## src/rtl/vga_pkg.sv

```systemverilog
// Shared constants and state type for the vblank write arbiter.
package vga_pkg;

    localparam int ARB_N_REQ  = 4;
    localparam int ARB_ADDR_W = 8;
    localparam int ARB_DATA_W = 24;
    localparam int ARB_MAX_WR = 16;

    typedef enum logic [1:0] {
        ACTIVE = 2'd0,
        OPEN   = 2'd1,
        LOCKED = 2'd2
    } arb_state_t;

endpackage

```

## src/rtl/vblnk_write_arbiter_if.sv

```systemverilog
// Requester/register-file bundle around the vblank write arbiter.
interface vblnk_write_arbiter_if
    import vga_pkg::*;
#(
    parameter int N_REQ  = ARB_N_REQ,
    parameter int ADDR_W = ARB_ADDR_W,
    parameter int DATA_W = ARB_DATA_W
) ();

    logic                       vblnk;
    logic [N_REQ-1:0]           req;
    logic [N_REQ*ADDR_W-1:0]    req_addr;
    logic [N_REQ*DATA_W-1:0]    req_data;
    logic [N_REQ-1:0]           gnt;
    logic                       wr_en;
    logic [ADDR_W-1:0]          wr_addr;
    logic [DATA_W-1:0]          wr_data;
    logic                       frame_tick;
    logic [N_REQ-1:0]           miss;

    modport master (
        output vblnk, req, req_addr, req_data,
        input  gnt, wr_en, wr_addr, wr_data, frame_tick, miss
    );

    modport slave (
        input  vblnk, req, req_addr, req_data,
        output gnt, wr_en, wr_addr, wr_data, frame_tick, miss
    );

endinterface

```

## src/rtl/rr_pick.sv

```systemverilog
// Combinational round-robin pick: first eligible requester after last.
module rr_pick #(
    parameter int N_REQ = 4
) (
    input  logic [N_REQ-1:0]         i_elig,
    input  logic [$clog2(N_REQ)-1:0] i_last,
    output logic [N_REQ-1:0]         o_win,
    output logic                     o_vld
);

    localparam int IDX_W = $clog2(N_REQ);

    logic [IDX_W-1:0] w_sel;

    always_comb begin
        o_win = '0;
        o_vld = 1'b0;
        w_sel = '0;
        for (int k = 0; k < N_REQ; k++) begin
            w_sel = IDX_W'((int'(i_last) + 1 + k) % N_REQ);
            if (!o_vld && i_elig[w_sel]) begin
                o_win[w_sel] = 1'b1;
                o_vld        = 1'b1;
            end
        end
    end

endmodule

```

## src/rtl/vblnk_write_arbiter.sv

```systemverilog
// Round-robin write arbiter into the display parameter register file,
// granting only inside vertical blanking and at most MAX_WR times per frame.
module vblnk_write_arbiter
    import vga_pkg::*;
#(
    parameter int N_REQ  = ARB_N_REQ,
    parameter int ADDR_W = ARB_ADDR_W,
    parameter int DATA_W = ARB_DATA_W,
    parameter int MAX_WR = ARB_MAX_WR
) (
    input logic                  clk,
    input logic                  rst,
    vblnk_write_arbiter_if.slave bus
);

    localparam int               CNT_W   = $clog2(MAX_WR + 1);
    localparam int               IDX_W   = $clog2(N_REQ);
    localparam logic [CNT_W-1:0] CNT_MAX = CNT_W'(MAX_WR);

    arb_state_t       r_state;
    arb_state_t       w_state_nxt;
    logic [CNT_W-1:0] r_cnt;
    logic [IDX_W-1:0] r_last;
    logic [N_REQ-1:0] r_gnt;
    logic [N_REQ-1:0] r_miss;
    logic             r_wr_en;
    logic             r_frame_tick;
    logic [ADDR_W-1:0] r_wr_addr;
    logic [DATA_W-1:0] r_wr_data;

    logic [N_REQ-1:0]  w_elig;
    logic [N_REQ-1:0]  w_win;
    logic              w_win_vld;
    logic [IDX_W-1:0]  w_win_idx;
    logic [ADDR_W-1:0] w_addr;
    logic [DATA_W-1:0] w_data;
    logic              w_grant;
    logic              w_open_edge;
    logic              w_close_edge;

    // The requester acknowledged this cycle is masked so a held req
    // cannot be granted twice.
    assign w_elig = bus.req & ~r_gnt;

    rr_pick #(.N_REQ(N_REQ)) u_pick (
        .i_elig (w_elig),
        .i_last (r_last),
        .o_win  (w_win),
        .o_vld  (w_win_vld)
    );

    always_comb begin
        w_win_idx = '0;
        w_addr    = '0;
        w_data    = '0;
        for (int i = 0; i < N_REQ; i++) begin
            if (w_win[i]) begin
                w_win_idx = IDX_W'(i);
                w_addr    = bus.req_addr[i*ADDR_W +: ADDR_W];
                w_data    = bus.req_data[i*DATA_W +: DATA_W];
            end
        end
    end

    assign w_grant = (r_state == OPEN) && bus.vblnk
                  && (r_cnt < CNT_MAX) && w_win_vld;

    assign w_open_edge  = (r_state == ACTIVE) && bus.vblnk;
    assign w_close_edge = (r_state != ACTIVE) && !bus.vblnk;

    always_comb begin
        w_state_nxt = r_state;
        unique case (r_state)
            ACTIVE: begin
                if (bus.vblnk) w_state_nxt = OPEN;
            end
            OPEN: begin
                if (!bus.vblnk)
                    w_state_nxt = ACTIVE;
                else if (w_grant && (r_cnt == CNT_MAX - CNT_W'(1)))
                    w_state_nxt = LOCKED;
            end
            LOCKED: begin
                if (!bus.vblnk) w_state_nxt = ACTIVE;
            end
            default: w_state_nxt = ACTIVE;
        endcase
    end

    always_ff @(posedge clk) begin
        if (rst) r_state <= ACTIVE;
        else     r_state <= w_state_nxt;
    end

    always_ff @(posedge clk) begin
        if (rst) begin
            r_cnt        <= '0;
            r_last       <= IDX_W'(N_REQ - 1);
            r_gnt        <= '0;
            r_miss       <= '0;
            r_wr_en      <= 1'b0;
            r_frame_tick <= 1'b0;
            r_wr_addr    <= '0;
            r_wr_data    <= '0;
        end else begin
            r_frame_tick <= w_open_edge;
            r_miss       <= w_close_edge ? (bus.req & ~r_gnt) : '0;
            r_gnt        <= w_grant ? w_win : '0;
            r_wr_en      <= w_grant;
            if (w_grant) begin
                r_wr_addr <= w_addr;
                r_wr_data <= w_data;
                r_last    <= w_win_idx;
            end
            if (w_open_edge)
                r_cnt <= '0;
            else if (w_grant)
                r_cnt <= r_cnt + CNT_W'(1);
        end
    end

    assign bus.gnt        = r_gnt;
    assign bus.wr_en      = r_wr_en;
    assign bus.wr_addr    = r_wr_addr;
    assign bus.wr_data    = r_wr_data;
    assign bus.frame_tick = r_frame_tick;
    assign bus.miss       = r_miss;

endmodule
```

## src/flat_wrapper.sv

```systemverilog
// flat-port wrapper written by rule: the top's interface ports become plain ports
module vblnk_write_arbiter_flat import vga_pkg::*;
#(
    parameter int N_REQ  = ARB_N_REQ,
    parameter int ADDR_W = ARB_ADDR_W,
    parameter int DATA_W = ARB_DATA_W,
    parameter int MAX_WR = ARB_MAX_WR
)
  (clk, rst, bus_vblnk, bus_req, bus_req_addr, bus_req_data, bus_gnt, bus_wr_en, bus_wr_addr, bus_wr_data, bus_frame_tick, bus_miss);
  vblnk_write_arbiter_if #(.N_REQ(N_REQ), .ADDR_W(ADDR_W), .DATA_W(DATA_W)) bus_i ();
  input logic clk;
  input logic rst;
  input wire logic [$bits(bus_i.vblnk)-1:0] bus_vblnk;
  input wire logic [$bits(bus_i.req)-1:0] bus_req;
  input wire logic [$bits(bus_i.req_addr)-1:0] bus_req_addr;
  input wire logic [$bits(bus_i.req_data)-1:0] bus_req_data;
  output wire logic [$bits(bus_i.gnt)-1:0] bus_gnt;
  output wire logic [$bits(bus_i.wr_en)-1:0] bus_wr_en;
  output wire logic [$bits(bus_i.wr_addr)-1:0] bus_wr_addr;
  output wire logic [$bits(bus_i.wr_data)-1:0] bus_wr_data;
  output wire logic [$bits(bus_i.frame_tick)-1:0] bus_frame_tick;
  output wire logic [$bits(bus_i.miss)-1:0] bus_miss;
  assign bus_i.vblnk = bus_vblnk;
  assign bus_i.req = bus_req;
  assign bus_i.req_addr = bus_req_addr;
  assign bus_i.req_data = bus_req_data;
  assign bus_gnt = bus_i.gnt;
  assign bus_wr_en = bus_i.wr_en;
  assign bus_wr_addr = bus_i.wr_addr;
  assign bus_wr_data = bus_i.wr_data;
  assign bus_frame_tick = bus_i.frame_tick;
  assign bus_miss = bus_i.miss;
  vblnk_write_arbiter #(.N_REQ(N_REQ), .ADDR_W(ADDR_W), .DATA_W(DATA_W), .MAX_WR(MAX_WR)) u_core (.clk(clk), .rst(rst), .bus(bus_i));
endmodule
```

## config.mk

```make
export PLATFORM = sky130hd
export DESIGN_NAME = vblnk_write_arbiter_flat
export DESIGN_NICKNAME = d
export VERILOG_FILES = /design/src/rtl/vga_pkg.sv /design/src/rtl/vblnk_write_arbiter_if.sv /design/src/rtl/rr_pick.sv /design/src/rtl/vblnk_write_arbiter.sv /design/src/flat_wrapper.sv
export SDC_FILE = /design/constraint.sdc
export NUM_CORES = 1
export LEC_CHECK = 0
export BUFFER_PORTS_ARGS = -buffer_cell sky130_fd_sc_hd__buf_4
export CELL_PAD_IN_SITES_DETAIL_PLACEMENT = 1
export CELL_PAD_IN_SITES_GLOBAL_PLACEMENT = 1
export CORE_MARGIN = 2
export CORE_UTILIZATION = 33
export DETAILED_ROUTE_END_ITERATION = 10
export GPL_ROUTABILITY_DRIVEN = 0
export PLACE_DENSITY_LB_ADDON = 0.1
export SYNTH_ARGS = -nofsm -noshare
export SYNTH_HDL_FRONTEND = slang
export SYNTH_SLANG_ARGS = --single-unit
```

## constraint.sdc

```tcl
create_clock -name clk -period 3.61 [get_ports clk]
set_input_delay 0.5415 -clock clk [delete_from_list [all_inputs] [get_ports clk]]
set_output_delay 0.5415 -clock clk [all_outputs]
set_load 0.03 [all_outputs]
```

# After elaboration in Yosys (flattened, before gate mapping)
# Cells that the tools add are included.
[word_totals]
regBits = 51
latchBits = 0
ram_bits = 0
romBits = 0
output_inout_bits = 42
mem_count = 0
[op_classes]
addsub = 5
multipliers = 0
n_div = 0
order_cmp = 9
eq_ne = 6
shift = 0
muxes = 40
n_bitwise = 7
n_reduce_logical = 23
[ops]
columns = ["op", "count"]
rows = [
  ["$mux W24", 4],
  ["$mux W8", 4],
  ["$mux W4", 4],
  ["$logic_and A1 B1 Y1", 13],
  ["$mux W1", 13],
  ["$lt A2 B3 Y1 const B", 4],
  ["$mux W2", 6],
  ["$or A4 B4 Y4", 3],
  ["$bmux W1 S2", 4],
  ["$demux W1 S2", 4],
  ["$ge A2 B1 Y1 const B", 4],
  ["$pmux W2 S3", 1],
  ["$reduce_or A2 Y1", 3],
  ["$add A5 B1 Y5 const B", 1],
  ["$eq A5 B4 Y1 const B", 1],
  ["$lt A5 B5 Y1 const B", 1],
  ["$add A2 B1 Y2 const B", 2],
  ["$add A2 B2 Y2 const B", 2],
  ["$and A4 B4 Y4", 1],
  ["$logic_not A1 Y1", 4],
  ["$ne A2 B2 Y1 const B", 2],
  ["$not A4 Y4", 1],
  ["$ne A3 B3 Y1 const B", 1],
  ["$reduce_and A3 Y1", 1],
  ["5 further kinds", 6],
]

# Depth between registers and ports, before layout
# Gate-level depths: netlist of the first run.
[depth]
ltp_word = 19
ltp_mapped = 13

# Modules after synthesis
# A second synthesis of the first run with hierarchy kept.
[unflattened]
cells_unflattened = 428
area_unflattened_um2 = 3539.6
[modules_own_cells]
columns = ["module", "n_inst", "cells_per_inst", "area_each_um2"]
rows = [
  ["vblnk_write_arbiter", 1, 371, 3083.0],
  ["rr_pick", 1, 57, 456.7],
]

# Worst setup path after synthesis of the first run
# No wires, ideal clock.
[synth_path]
kind = "register to register"
from = "register u_core.r_last[0]"
to = "register u_core.r_wr_addr[0], in the netlist u_core.bus.wr_addr[0]"
setup_time_ns = 0.128
t_arrival_ns = 2.707
slack_ns = 0.775
stages_incl_launch_ff = 13
synth_period_minus_slack_ns = 2.835
path_cell_list = "dfxtp_1 buf_6 inv_4 ha_1 or2_2 mux4_2 and2_4 a22o_1 a211o_1 buf_6 buf_6 a221oi_2 o211ai_2"
[synth_between]
elab_chain_cells = 17
[synth_lines]
columns = ["element", "line_no", "rtl"]
rows = [
  ["from (decl)", "vblnk_write_arbiter.sv:23", "logic [IDX_W-1:0] r_last;"],
  ["from (signal assigned)", "vblnk_write_arbiter.sv:98", "r_last <= IDX_W'(N_REQ - 1);"],
  ["from (signal assigned)", "vblnk_write_arbiter.sv:113", "r_last <= w_win_idx;"],
  ["$add A2 B1 Y2 *", "rr_pick.sv:20", "w_sel = IDX_W'((int'(i_last) + 1 + k) % N_REQ);"],
  ["branches (longest 16 deep; another with $lt A2 B3 Y1)", "n/a", ""],
  ["to (signal assigned)", "vblnk_write_arbiter.sv:111", "r_wr_addr <= w_addr;"],
  ["to (decl)", "vblnk_write_arbiter.sv:28", "logic [ADDR_W-1:0] r_wr_addr;"],
]
# Every way passes the cells marked *. The select of a mux whose other input is x is not followed.
# A chain may end at the register's enable or synchronous reset.

# Final worst setup path of the first run
[layout_path]
from = "register u_core.r_last[0]"
to = "register u_core.r_wr_data[3], in the netlist u_core.bus.wr_data[3]"
[layout_between]
elab_chain_cells = 17
[layout_lines]
columns = ["element", "line_no", "rtl"]
rows = [
  ["$add A2 B1 Y2 *", "rr_pick.sv:20", ""],
  ["branches (longest 16 deep; another with $lt A2 B3 Y1)", "n/a", ""],
  ["to (signal assigned)", "vblnk_write_arbiter.sv:112", "r_wr_data <= w_data;"],
  ["to (decl)", "vblnk_write_arbiter.sv:29", "logic [DATA_W-1:0] r_wr_data;"],
]
# Marks and branches as above.

==> results_tabular.tex, run 1 <==
\begin{tabular}{lr}
\hline
Metric & Value \\
\hline
\multicolumn{2}{l}{\textbf{Logic synthesis}} \\
\quad Synthesized instance count & 348 \\
\quad Number of flip-flops and latches in the synthesized netlist & 51 \\
\quad Main combinational cell family by area after synthesis & compound AO/OA/AOI/OAI gates \\
\quad Synthesized area divided by synthesized cell count & 9.85 um\^{}2 \\
\quad Post-synthesis share of cell area spent on and, or, nand and nor gates & 13.2\% \\
\quad Ys flop type & dfxtp\_1 \\
\quad Fraction of registers with async set/reset & 0\% \\
\quad Complex-gate fraction of the synthesized area & 42.8\% \\
\quad Net Count, Synth & 492 \\
\quad Post-synthesis share of cell area spent on xor and xnor gates & 0.766\% \\
\quad Post-synthesis instance area & 3430 um\^{}2 \\
\quad Share of cell area taken by muxes after synthesis & 3.14\% \\
\quad Count of flip-flops with a built-in enable after synthesis & 0 \\
\quad Warning count from the yosys run & 0 \\
\quad Synth cell types & 51 \\
\quad Portion of the post-synthesis area used by sequential elements & 29.8\% \\
\quad Synth Area in Adders & 3.28\% \\
\multicolumn{2}{l}{\textbf{Clock network}} \\
\quad Post-CTS Hold Fix Bufs & 0 \\
\quad Number of H-tree branching levels & 2 \\
\quad Buffers from clock root to sink, at most & 2 \\
\quad Post-CTS repair timing setup buffer count & 0 \\
\quad Root cell of the clock tree & clkbuf\_8 \\
\quad Post-cts sizing count & 0 \\
\quad Clock transition at path regs & 0.12 ns \\
\quad Clock network latency to the later pin of the worst-skew pair & 0.32 ns \\
\quad Clk sinks & 51 \\
\quad Cts bufs inserted & 5 \\
\quad Clock tree from TritonCTS & yes \\
\multicolumn{2}{l}{\textbf{Layout}} \\
\quad Final-layout fill cell count & 1204 \\
\quad Antenna diode count & 0 \\
\quad Final cell utilization of the core & 48.2\% \\
\quad Final \#Nets & 655 \\
\quad Most frequent cells in the layout & 186 x buf\_4, 51 x dfxtp\_1, 37 x nand2\_1 \\
\quad Layout cell share with drive strength beyond 1 & 52.9\% \\
\quad Most common cell after layout, fill and taps aside & buf\_4 \\
\quad Synth-to-Final Area Change & 43.2\% \\
\multicolumn{2}{l}{\textbf{Place}} \\
\quad Port buffer count & 176 \\
\quad Dpl ws & 0.249 ns \\
\quad Post-detail-place hpwl & 9330 um \\
\multicolumn{2}{l}{\textbf{Critical path}} \\
\quad Cell chain of the critical path & inv\_4, ha\_1, nor3\_1, a21oi\_1, o31ai\_1, a221o\_2, a221oi\_1, o211ai\_1 \\
\quad Required @ worst endpoint & 3.86 ns \\
\quad Source of the worst register-to-register timing path & u\_core.r\_last[0]\$\_SDFFE\_PP1N\_ \\
\quad CP Capture Point & u\_core.bus.wr\_data[3]\$\_SDFFE\_PP0N\_ \\
\quad R2R setup slack & 0.22 ns \\
\quad Kind of critical path & flip-flop to flip-flop \\
\quad Reg2Reg Capture Point & u\_core.bus.wr\_data[3]\$\_SDFFE\_PP0N\_ \\
\quad CP Launch Point & u\_core.r\_last[0]\$\_SDFFE\_PP1N\_ \\
\quad Slowest Stage Delay on Critical Path & 1.03 ns \\
\quad Critical-path cell with the highest stage delay & a221o\_2 \\
\quad Worst reg2reg path depth & 8 \\
\quad Type of element launching the critical path & flip-flop \\
\quad Element type at the critical path end & flip-flop \\
\quad Arrival time at the worst endpoint & 3.64 ns \\
\quad Largest fanout of any net on the critical path & 32 \\
\multicolumn{2}{l}{\textbf{Run}} \\
\quad Max Cap Viol & 0 \\
\multicolumn{2}{l}{\textbf{Power}} \\
\quad Combinational power share & 37.9\% \\
\quad Total power after layout & 1660 uW \\
\quad Internal portion of total power & 1080 uW \\
\quad Net Switching & 587 uW \\
\quad Sequential cell fraction of total power & 36.5\% \\
\quad Leakage & 0.00211 uW \\
\quad Switching part of the total & 35.3\% \\
\quad Total power divided by cell area & 339 nW/um\^{}2 \\
\quad Worst supply voltage drop on vdd & 0.000158 V \\
\quad Share of total power in the clock network & 25.6\% \\
\multicolumn{2}{l}{\textbf{Die}} \\
\quad Core box area & 10200 um\^{}2 \\
\quad Top-level I/O count & 177 \\
\quad Total die area & 11200 um\^{}2 \\
\quad Starting density of the core & 33.7\% \\
\quad Die width & 106 um \\
\quad Die H & 106 um \\
\quad Number of standard-cell rows in the floorplan & 37 \\
\multicolumn{2}{l}{\textbf{GRT}} \\
\quad Met3 Use GR & 5.52\% \\
\quad Vias in the first global route & 3929 \\
\quad Overflow left after global routing & 0 \\
\quad Total global routing track utilization & 22.0\% \\
\quad Met2 layer usage reported by global route & 39.9\% \\
\quad Global routing met1 resource utilization & 25.4\% \\
\quad Maximum number of pins on one net before global-route repair & 51 \\
\quad Global route hottest layer & met2 \\
\quad Initial antenna violation count & 0 \\
\quad Wire length of the first global-routing pass & 19800 um \\
\multicolumn{2}{l}{\textbf{STA}} \\
\quad Final setup skew & 0.0226 ns \\
\quad Number of hold violations in the final report & 0 \\
\quad Sum Neg Setup Slack & 0 ns \\
\quad PnR worst setup slack & 0.217 ns \\
\quad Worst relative slew slack & 26.4\% \\
\quad Final count of pins violating max slew & 0 \\
\quad Post-layout min period & 3.39 ns \\
\quad Period utilization & 94.0\% \\
\quad Achievable Freq & 295 MHz \\
\quad Setup repair after global routing missed its margin & false \\
\quad Slew @ Worst Pin & 1.10 ns \\
\quad Final setup viols & 0 \\
\multicolumn{2}{l}{\textbf{Route}} \\
\quad Initial drt markers & 109 \\
\quad WL per Instance & 19.1 um \\
\quad Vias after detailed routing & 3586 \\
\quad Post-Route WL & 12400 um \\
\quad Via density per instance & 5.53 \\
\quad Antenna Nets Post-Route & 0 \\
\quad Length of the first detailed-routing pass in iterations & 4 \\
\quad Drc violations & 0 \\
\multicolumn{2}{l}{\textbf{Worst hold path}} \\
\quad Hold Crit Class & input pin to flip-flop \\
\multicolumn{2}{l}{\textbf{Status}} \\
\quad Result of the run & complete, no violations \\
\hline
\end{tabular}
flip-flops by register name, summed over array words and instances, names as in the netlist:
name and flops:
u_core.r_cnt 5, u_core.bus.wr_en 1, u_core.bus.miss 4, u_core.bus.frame_tick 1, u_core.bus.wr_addr 8, u_core.bus.gnt 4, u_core.r_last 2, u_core.r_state 2
u_core.bus.wr_data 24
layer usage:
metal	routed length, um	vias to the layer above
met2	6360	126
met5	0	-
li1	-	1690
met3	836	17
met4	246	0
met1	4960	1753
area by class of cell:
type | instances | area [um^2] | area share, %
clock inverter | 3 | 43.8 | 0.892
timing repair buffer | 186 | 1400 | 28.4
sequential | 51 | 1020 | 20.8
multi-input combinational | 262 | 2190 | 44.6
clock buffer | 5 | 68.8 | 1.40
inverter | 5 | 21.3 | 0.433
tap | 136 | 170 | 3.47
power groups by stage:
stage | logic [uW] | registers [uW] | clock network [uW]
2_1_floorplan | 348 | 664 | 0
3_3_place_gp | 620 | 618 | 0
3_5_place_dp | 631 | 619 | 0
4_1_cts | 633 | 607 | 439
5_1_grt | 677 | 611 | 454
6_report | 630 | 607 | 427
Yosys cell counts, types with 4 or more instances:
cell type  instances  area (um^2)
a221oi_2          30          450
nand2_1           37          139
a221oi_1           4         35.0
o211ai_1          33          248
dfxtp_1           51         1020
mux2i_1            4         40.0
nand2b_1           6         37.5
o211ai_2          31          388
buf_6              7         78.8
nor3_1             4         20.0
clkbuf_1           8         30.0
o21ai_0           33          165
buf_2              9         45.0
nor2_1            21         78.8
ha_1               9          113
nor2b_1            4         25.0
worst min-delay path by stage:
stage               slack (ns)  cells after the start                            endpoint                          startpoint
global placement          0.45                      2  u_core.bus.wr_addr[1]$_SDFFE_PP0N_  u_core.bus.wr_addr[1]$_SDFFE_PP0N_
global route              0.46                      2      u_core.r_state[1]$_SDFFE_PP0P_                                 rst
detailed placement        0.45                      2  u_core.bus.wr_addr[1]$_SDFFE_PP0N_  u_core.bus.wr_addr[1]$_SDFFE_PP0N_
finish                    0.45                      2      u_core.r_state[1]$_SDFFE_PP0P_                                 rst
floorplan                 0.44                      1    u_core.bus.frame_tick$_SDFF_PP0_      u_core.r_state[0]$_SDFFE_PP0P_
CTS                       0.44                      2      u_core.r_state[1]$_SDFFE_PP0P_                                 rst
critical path: cells and delay by family, from the launching register on:
family	cells	cell delay [ns]
AO/OA/AOI/OAI	5	2.11
flip-flops	1	0.46
adder cells (fa/ha/maj)	1	0.42
AND/OR/NAND/NOR	1	0.22
buffers and inverters	1	0.11
kinds of logic after synthesis:
family,after synthesis
compound gates,152
xor+xnor,3
fa+ha+maj,9
buf+inv,35
flops,51
mux,7
simple gates,91
per-stage QoR:
stage | hold slack (ns) | instances | instance area [um^2]
global placement | 0.450 | 640 | 4800
finish | 0.451 | 648 | 4910
global route | 0.462 | 648 | 4910
floorplan | 0.438 | 348 | 3430
detailed placement | 0.453 | 640 | 4800
CTS | 0.443 | 648 | 4910
Note: power is estimated with default switching activity, not from simulation.
==> inputs of run 2 (changes only) <==
--- a/config.mk
+++ b/config.mk
@@ -13,6 +13,7 @@
 export DETAILED_ROUTE_END_ITERATION = 10
 export GPL_ROUTABILITY_DRIVEN = 0
 export PLACE_DENSITY_LB_ADDON = 0.1
+export RECOVER_POWER = 100
 export SYNTH_ARGS = -nofsm -noshare
 export SYNTH_HDL_FRONTEND = slang
 export SYNTH_SLANG_ARGS = --single-unit
==> results_tabular.tex, run 2 (synthesis results as in run 1) <==
\begin{tabular}{lr}
\hline
Metric & Value \\
\hline
\multicolumn{2}{l}{\textbf{Die}} \\
\quad Top-level I/O count & 177 (unchanged) \\
\quad Total die area & 11200 um\^{}2 (unchanged) \\
\quad Core box area & 10200 um\^{}2 (unchanged) \\
\quad Number of standard-cell rows in the floorplan & 37 (unchanged) \\
\quad Starting density of the core & 33.7\% (unchanged) \\
\quad Die width & 106 um (unchanged) \\
\quad Die H & 106 um (unchanged) \\
\multicolumn{2}{l}{\textbf{Route}} \\
\quad Via density per instance & 5.56 (+0.39\%) \\
\quad Drc violations & 0 (unchanged) \\
\quad Antenna Nets Post-Route & 0 (unchanged) \\
\quad Length of the first detailed-routing pass in iterations & 5 (+1) \\
\quad Initial drt markers & 96 (-12\%) \\
\quad Vias after detailed routing & 3600 (+0.39\%) \\
\quad WL per Instance & 19.1 um (-0.19\%) \\
\quad Post-Route WL & 12400 um (-0.19\%) \\
\multicolumn{2}{l}{\textbf{Layout}} \\
\quad Final \#Nets & 655 (unchanged) \\
\quad Synth-to-Final Area Change & 38.2\% \\
\quad Antenna diode count & 0 (unchanged) \\
\quad Layout cell share with drive strength beyond 1 & 43.9\% (-9.0 points) \\
\quad Most common cell after layout, fill and taps aside & buf\_4 \\
\quad Largest register FFs & 24 (unchanged) \\
\quad Final instance area & 4740 um\^{}2 (-3.5\%) \\
\quad Most frequent cells in the layout & 142 x buf\_4, 51 x dfxtp\_1, 44 x clkbuf\_1 \\
\multicolumn{2}{l}{\textbf{Place}} \\
\quad Port buffer count & 176 (unchanged) \\
\quad Post-detail-place hpwl & 9330 um (unchanged) \\
\quad Placed instance area & 4800 um\^{}2 (unchanged) \\
\multicolumn{2}{l}{\textbf{Status}} \\
\quad Result of the run & complete, no violations \\
\multicolumn{2}{l}{\textbf{Worst hold path}} \\
\quad Startpoint of the worst hold path & u\_core.bus.wr\_data[2]\$\_SDFFE\_PP0N\_ \\
\quad Hold Crit Class & flip-flop to flip-flop \\
\quad Cell depth of the worst min-delay path & 2 (unchanged) \\
\quad Worst hold endpoint & u\_core.bus.wr\_data[2]\$\_SDFFE\_PP0N\_ \\
\multicolumn{2}{l}{\textbf{Clock network}} \\
\quad Clock network latency to the later pin of the worst-skew pair & 0.32 ns (about the same) \\
\quad Post-CTS repair timing setup buffer count & 0 (unchanged) \\
\quad Cts bufs inserted & 5 (unchanged) \\
\quad Number of H-tree branching levels & 2 (unchanged) \\
\quad Clk sinks & 51 (unchanged) \\
\quad Post-CTS Hold Fix Bufs & 0 (unchanged) \\
\quad Clock tree from TritonCTS & yes \\
\quad Buffers from clock root to sink, at most & 2 (unchanged) \\
\quad Root cell of the clock tree & clkbuf\_8 \\
\quad Post-cts sizing count & 0 (unchanged) \\
\quad Clock transition at path regs & 0.12 ns (about the same) \\
\multicolumn{2}{l}{\textbf{STA}} \\
\quad Period utilization & 94.0\% (about the same) \\
\quad Slew @ Worst Pin & 1.10 ns (-0.00778 ns) \\
\quad Number of hold violations in the final report & 0 (unchanged) \\
\quad Worst relative slew slack & 26.9\% (+0.52 points) \\
\quad Sum Neg Setup Slack & 0 ns (unchanged) \\
\quad Final setup skew & 0.0220 ns (-0.000633 ns) \\
\quad Final count of pins violating max slew & 0 (unchanged) \\
\quad Post-layout min period & 3.40 ns (+0.00231 ns) \\
\quad Achievable Freq & 295 MHz (about the same) \\
\quad Final setup viols & 0 (unchanged) \\
\quad Setup repair after global routing missed its margin & false \\
\multicolumn{2}{l}{\textbf{Critical path}} \\
\quad Element type at the critical path end & flip-flop \\
\quad Largest fanout of any net on the critical path & 32 (unchanged) \\
\quad R2R setup slack & 0.21 ns (about the same) \\
\quad Critical-path cell with the highest stage delay & a221o\_2 \\
\quad Worst reg2reg path depth & 8 (unchanged) \\
\quad Required @ worst endpoint & 3.86 ns (about the same) \\
\quad Cell chain of the critical path & inv\_4, ha\_1, nor3\_1, a21oi\_1, o31ai\_1, a221o\_2, a221oi\_1, o211ai\_1 \\
\quad Kind of critical path & flip-flop to flip-flop \\
\quad Reg2Reg Capture Point & u\_core.bus.wr\_data[3]\$\_SDFFE\_PP0N\_ \\
\quad Arrival time at the worst endpoint & 3.65 ns (about the same) \\
\quad Type of element launching the critical path & flip-flop \\
\quad Slowest Stage Delay on Critical Path & 1.03 ns (about the same) \\
\quad Source of the worst register-to-register timing path & u\_core.r\_last[0]\$\_SDFFE\_PP1N\_ \\
\multicolumn{2}{l}{\textbf{GRT}} \\
\quad Initial antenna violation count & 0 (unchanged) \\
\quad Maximum number of pins on one net before global-route repair & 51 (unchanged) \\
\quad Vias in the first global route & 3929 (unchanged) \\
\quad Total global routing track utilization & 22.0\% (unchanged) \\
\quad Wire length of the first global-routing pass & 19800 um (unchanged) \\
\quad Overflow left after global routing & 0 (unchanged) \\
\multicolumn{2}{l}{\textbf{Run}} \\
\quad Max Cap Viol & 0 (unchanged) \\
\multicolumn{2}{l}{\textbf{Power}} \\
\quad Worst supply voltage drop on vdd & 0.000156 V (-0.79\%) \\
\quad Leakage & 0.00193 uW (-8.8\%) \\
\quad Total power divided by cell area & 346 nW/um\^{}2 (+2.0\%) \\
\hline
\end{tabular}
-- run 2: cell count changes in the layout (fill, tap and decap cells not counted) --
cell / change
buf_4: -44
clkbuf_1: +44
a21bo_1: +1
a21bo_2: -1
a221oi_1: +1
a221oi_2: -1
-- run 2: worst max path at each step --
| stage | endpoint | from | cells after the start |
|---|---|---|---|
| after floorplan | u_core.bus.wr_addr[0]$_SDFFE_PP0N_ | u_core.r_last[0]$_SDFFE_PP1N_ | 12 |
| after global placement | u_core.bus.wr_addr[3]$_SDFFE_PP0N_ | u_core.r_last[1]$_SDFFE_PP1N_ | 11 |
| after detailed placement | u_core.bus.wr_data[3]$_SDFFE_PP0N_ | u_core.r_last[0]$_SDFFE_PP1N_ | 8 |
| after CTS | u_core.bus.wr_data[10]$_SDFFE_PP0N_ | u_core.r_last[1]$_SDFFE_PP1N_ | 11 |
| after global routing | u_core.bus.wr_data[10]$_SDFFE_PP0N_ | u_core.r_last[1]$_SDFFE_PP1N_ | 11 |
| final | u_core.bus.wr_data[3]$_SDFFE_PP0N_ | u_core.r_last[0]$_SDFFE_PP1N_ | 8 |
-- run 2: per-stage QoR --
stage	utilization (%)	cells	total power, uW	hold slack [ns]	setup slack (ns)
after detailed placement	47.1	640	1250	0.453	0.249
after floorplan	-	348	1010	0.438	0.775
final	46.5	648	1640	0.470	0.215
after global routing	46.5	648	1720	0.465	0.00652
after CTS	48.2	648	1680	0.443	0.225
after global placement	47.1	640	1240	0.450	0.323
-- run 2: where the power goes --
group / internal, uW / total (uW) / switching [uW]
sequential: 589 / 606 / 16.6
combinational: 257 / 606 / 348
clock: 207 / 427 / 219
-- run 2: per-layer routing --
metal	global-route usage (%)	part of all wire, %	up-vias
met5	0	0	-
met4	6.86	2.0	0
met3	5.52	7.0	17
met2	39.9	52	129
met1	25.4	39	1760
li1	-	-	1694
-- run 2: final cells by class --
class                   instances  area (um^2)
clock buffers                   5         68.8
clock inverters                 3         43.8
fillers                      1225         5450
inverters                       5         21.3
multi-input cells             262         2180
flip-flops and latches         51         1020
well taps                     136          170
repair buffers                186         1230
-- run 2: worst max-delay path, delay by kind of cell, from the launching register on --
kind            cells  cell delay [ns]
buf+inv             1             0.11
simple gates        1             0.22
fa+ha+maj           1             0.42
compound gates      5             2.12
flops               1             0.46
==> inputs of run 3 (changes only) <==
--- a/config.mk
+++ b/config.mk
@@ -12,7 +12,7 @@
 export CORE_UTILIZATION = 33
 export DETAILED_ROUTE_END_ITERATION = 10
 export GPL_ROUTABILITY_DRIVEN = 0
-export PLACE_DENSITY_LB_ADDON = 0.1
+export PLACE_DENSITY = 0.79
 export RECOVER_POWER = 100
 export SYNTH_ARGS = -nofsm -noshare
 export SYNTH_HDL_FRONTEND = slang
==> results_tabular.tex, run 3 (synthesis results as in run 1) <==
\begin{tabular}{lr}
\hline
Metric & Value \\
\hline
\multicolumn{2}{l}{\textbf{Layout}} \\
\quad Layout cell share with drive strength beyond 1 & 44.0\% (about the same) \\
\quad Most common cell after layout, fill and taps aside & buf\_4 \\
\quad Final instance area & 4760 um\^{}2 (+0.42\%) \\
\quad Largest register FFs & 24 (unchanged) \\
\quad Synth-to-Final Area Change & 38.7\% \\
\quad Final \#Nets & 658 (+0.46\%) \\
\quad Combined flip-flop and latch cell area & 1020 um\^{}2 (unchanged) \\
\quad Antenna diode count & 0 (unchanged) \\
\quad Most frequent cells in the layout & 143 x buf\_4, 51 x dfxtp\_1, 45 x clkbuf\_1 \\
\quad Final-layout fill cell count & 1232 (+0.57\%) \\
\quad Multi-input gate area & 2180 um\^{}2 (-0.11\%) \\
\multicolumn{2}{l}{\textbf{Die}} \\
\quad Starting density of the core & 33.7\% (unchanged) \\
\quad Die width & 106 um (unchanged) \\
\quad Die H & 106 um (unchanged) \\
\quad Top-level I/O count & 177 (unchanged) \\
\quad Number of standard-cell rows in the floorplan & 37 (unchanged) \\
\quad Core box area & 10200 um\^{}2 (unchanged) \\
\quad Total die area & 11200 um\^{}2 (unchanged) \\
\multicolumn{2}{l}{\textbf{STA}} \\
\quad Worst relative slew slack & 51.3\% (+24 points) \\
\quad Slew @ Worst Pin & 0.725 ns (-0.371 ns) \\
\quad Final setup viols & 0 (unchanged) \\
\quad Setup repair after global routing missed its margin & false \\
\quad Worst hold margin & 0.475 ns (+0.00472 ns) \\
\quad Number of hold violations in the final report & 0 (unchanged) \\
\quad Achievable Freq & 299 MHz (+1.4\%) \\
\quad Final setup skew & 0.0160 ns (-0.00592 ns) \\
\quad Sum Neg Setup Slack & 0 ns (unchanged) \\
\quad Period utilization & 92.8\% (-1.3 points) \\
\quad Post-layout min period & 3.35 ns (-0.0459 ns) \\
\quad Final count of pins violating max slew & 0 (unchanged) \\
\multicolumn{2}{l}{\textbf{GRT}} \\
\quad Maximum number of pins on one net before global-route repair & 51 (unchanged) \\
\quad Vias in the first global route & 4010 (+2.1\%) \\
\quad Wire length of the first global-routing pass & 20300 um (+2.6\%) \\
\quad Overflow left after global routing & 0 (unchanged) \\
\quad Initial antenna violation count & 0 (unchanged) \\
\quad Total global routing track utilization & 22.8\% (+0.78 points) \\
\multicolumn{2}{l}{\textbf{Route}} \\
\quad WL per Instance & 20.0 um (+4.9\%) \\
\quad Vias after detailed routing & 3642 (+1.2\%) \\
\quad Drc violations & 0 (unchanged) \\
\quad Initial drt markers & 146 (+52\%) \\
\quad Post-Route WL & 13000 um (+5.3\%) \\
\quad Length of the first detailed-routing pass in iterations & 6 (+1) \\
\quad Antenna Nets Post-Route & 0 (unchanged) \\
\quad Via density per instance & 5.60 (+0.86\%) \\
\multicolumn{2}{l}{\textbf{Critical path}} \\
\quad CP Launch Point & u\_core.r\_last[0]\$\_SDFFE\_PP1N\_ \\
\quad Worst reg2reg path depth & 10 (+2) \\
\quad Kind of critical path & flip-flop to flip-flop \\
\quad Source of the worst register-to-register timing path & u\_core.r\_last[0]\$\_SDFFE\_PP1N\_ \\
\quad CP Capture Point & u\_core.bus.wr\_data[18]\$\_SDFFE\_PP0N\_ \\
\quad R2R setup slack & 0.26 ns (+0.05 ns) \\
\quad Reg2Reg Capture Point & u\_core.bus.wr\_data[18]\$\_SDFFE\_PP0N\_ \\
\quad Required @ worst endpoint & 3.81 ns (-0.05 ns) \\
\quad Largest fanout of any net on the critical path & 13 (-59\%) \\
\quad Arrival time at the worst endpoint & 3.55 ns (-0.10 ns) \\
\quad Element type at the critical path end & flip-flop \\
\quad Type of element launching the critical path & flip-flop \\
\multicolumn{2}{l}{\textbf{Clock network}} \\
\quad Clock tree from TritonCTS & yes \\
\quad Number of H-tree branching levels & 2 (unchanged) \\
\quad Clk sinks & 51 (unchanged) \\
\quad Post-CTS Hold Fix Bufs & 0 (unchanged) \\
\quad Post-CTS repair timing setup buffer count & 0 (unchanged) \\
\quad Post-cts sizing count & 0 (unchanged) \\
\quad Buffers from clock root to sink, at most & 2 (unchanged) \\
\quad Clock transition at path regs & 0.11 ns (about the same) \\
\quad Root cell of the clock tree & clkbuf\_8 \\
\quad Clock network latency to the later pin of the worst-skew pair & 0.30 ns (-0.02 ns) \\
\quad Cts bufs inserted & 5 (unchanged) \\
\multicolumn{2}{l}{\textbf{Run}} \\
\quad Max Cap Viol & 0 (unchanged) \\
\multicolumn{2}{l}{\textbf{Place}} \\
\quad Placed instance area & 4830 um\^{}2 (+0.73\%) \\
\quad Post-detail-place hpwl & 10100 um (+7.9\%) \\
\quad Port buffer count & 176 (unchanged) \\
\multicolumn{2}{l}{\textbf{Power}} \\
\quad Leakage & 0.00194 uW (+0.37\%) \\
\quad Worst supply voltage drop on vdd & 0.000155 V (-0.71\%) \\
\quad Total power divided by cell area & 341 nW/um\^{}2 (-1.3\%) \\
\quad Total power after layout & 1620 uW (-0.84\%) \\
\multicolumn{2}{l}{\textbf{Status}} \\
\quad Result of the run & complete, no violations \\
\multicolumn{2}{l}{\textbf{Worst hold path}} \\
\quad Hold Crit Class & flip-flop to flip-flop \\
\hline
\end{tabular}
==> run 3: area by class of cell <==
class / instances / area share (%)
tap: 136 / 3.58
timing repair buffer: 189 / 26.6
multi-input combinational: 262 / 45.8
clock buffer: 6 / 1.53
inverter: 5 / 0.447
sequential: 51 / 21.5
clock inverter: 1 / 0.631
==> run 3: per-stage QoR <==
stage,worst slack (ns),cells,util [%]
detailed placement,0.411,643,47.4
global placement,0.450,643,47.4
finish,0.261,650,46.7
global route,0.115,650,46.7
CTS,0.374,650,48.5
floorplan,0.775,348,-
==> run 3: per-layer routing <==
| metal | vias to the layer above | track usage (%) | routed length (um) |
|---|---|---|---|
| met3 | 31 | 4.78 | 692 |
| met4 | 0 | 8.93 | 444 |
| met1 | 1787 | 25.6 | 5110 |
| met2 | 125 | 41.9 | 6780 |
| met5 | - | 0 | 0 |
| li1 | 1699 | - | - |
==> run 3: worst max-delay path, stage by stage (launching register included) <==
cell and delay (ns):
dfxtp_1 0.49, inv_4 0.11, ha_1 0.31, or4b_1 0.50
o2111ai_1 0.12, a21o_1 0.17, a21oi_1 0.22, a221o_2 0.62
buf_2 0.30, a221oi_2 0.26, o211ai_2 0.12
==> run 3: worst min path at each step <==
stage	slack, ns	startpoint	to	cells after the start
2_1_floorplan	0.44	u_core.r_state[0]$_SDFFE_PP0P_	u_core.bus.frame_tick$_SDFF_PP0_	1
3_3_place_gp	0.45	u_core.bus.wr_data[22]$_SDFFE_PP0N_	u_core.bus.wr_data[22]$_SDFFE_PP0N_	2
3_5_place_dp	0.45	u_core.bus.wr_data[20]$_SDFFE_PP0N_	u_core.bus.wr_data[20]$_SDFFE_PP0N_	2
4_1_cts	0.44	rst	u_core.r_state[1]$_SDFFE_PP0P_	2
5_1_grt	0.48	bus_req_data[5]	u_core.bus.wr_data[5]$_SDFFE_PP0N_	3
6_report	0.47	u_core.bus.wr_addr[0]$_SDFFE_PP0N_	u_core.bus.wr_addr[0]$_SDFFE_PP0N_	2
==> run 3: where the power goes <==
group          switching, uW  internal, uW  leakage [uW]
Sequential              16.7           589      0.000413
Combinational            351           263       0.00147
Clock                    201           204     0.0000513
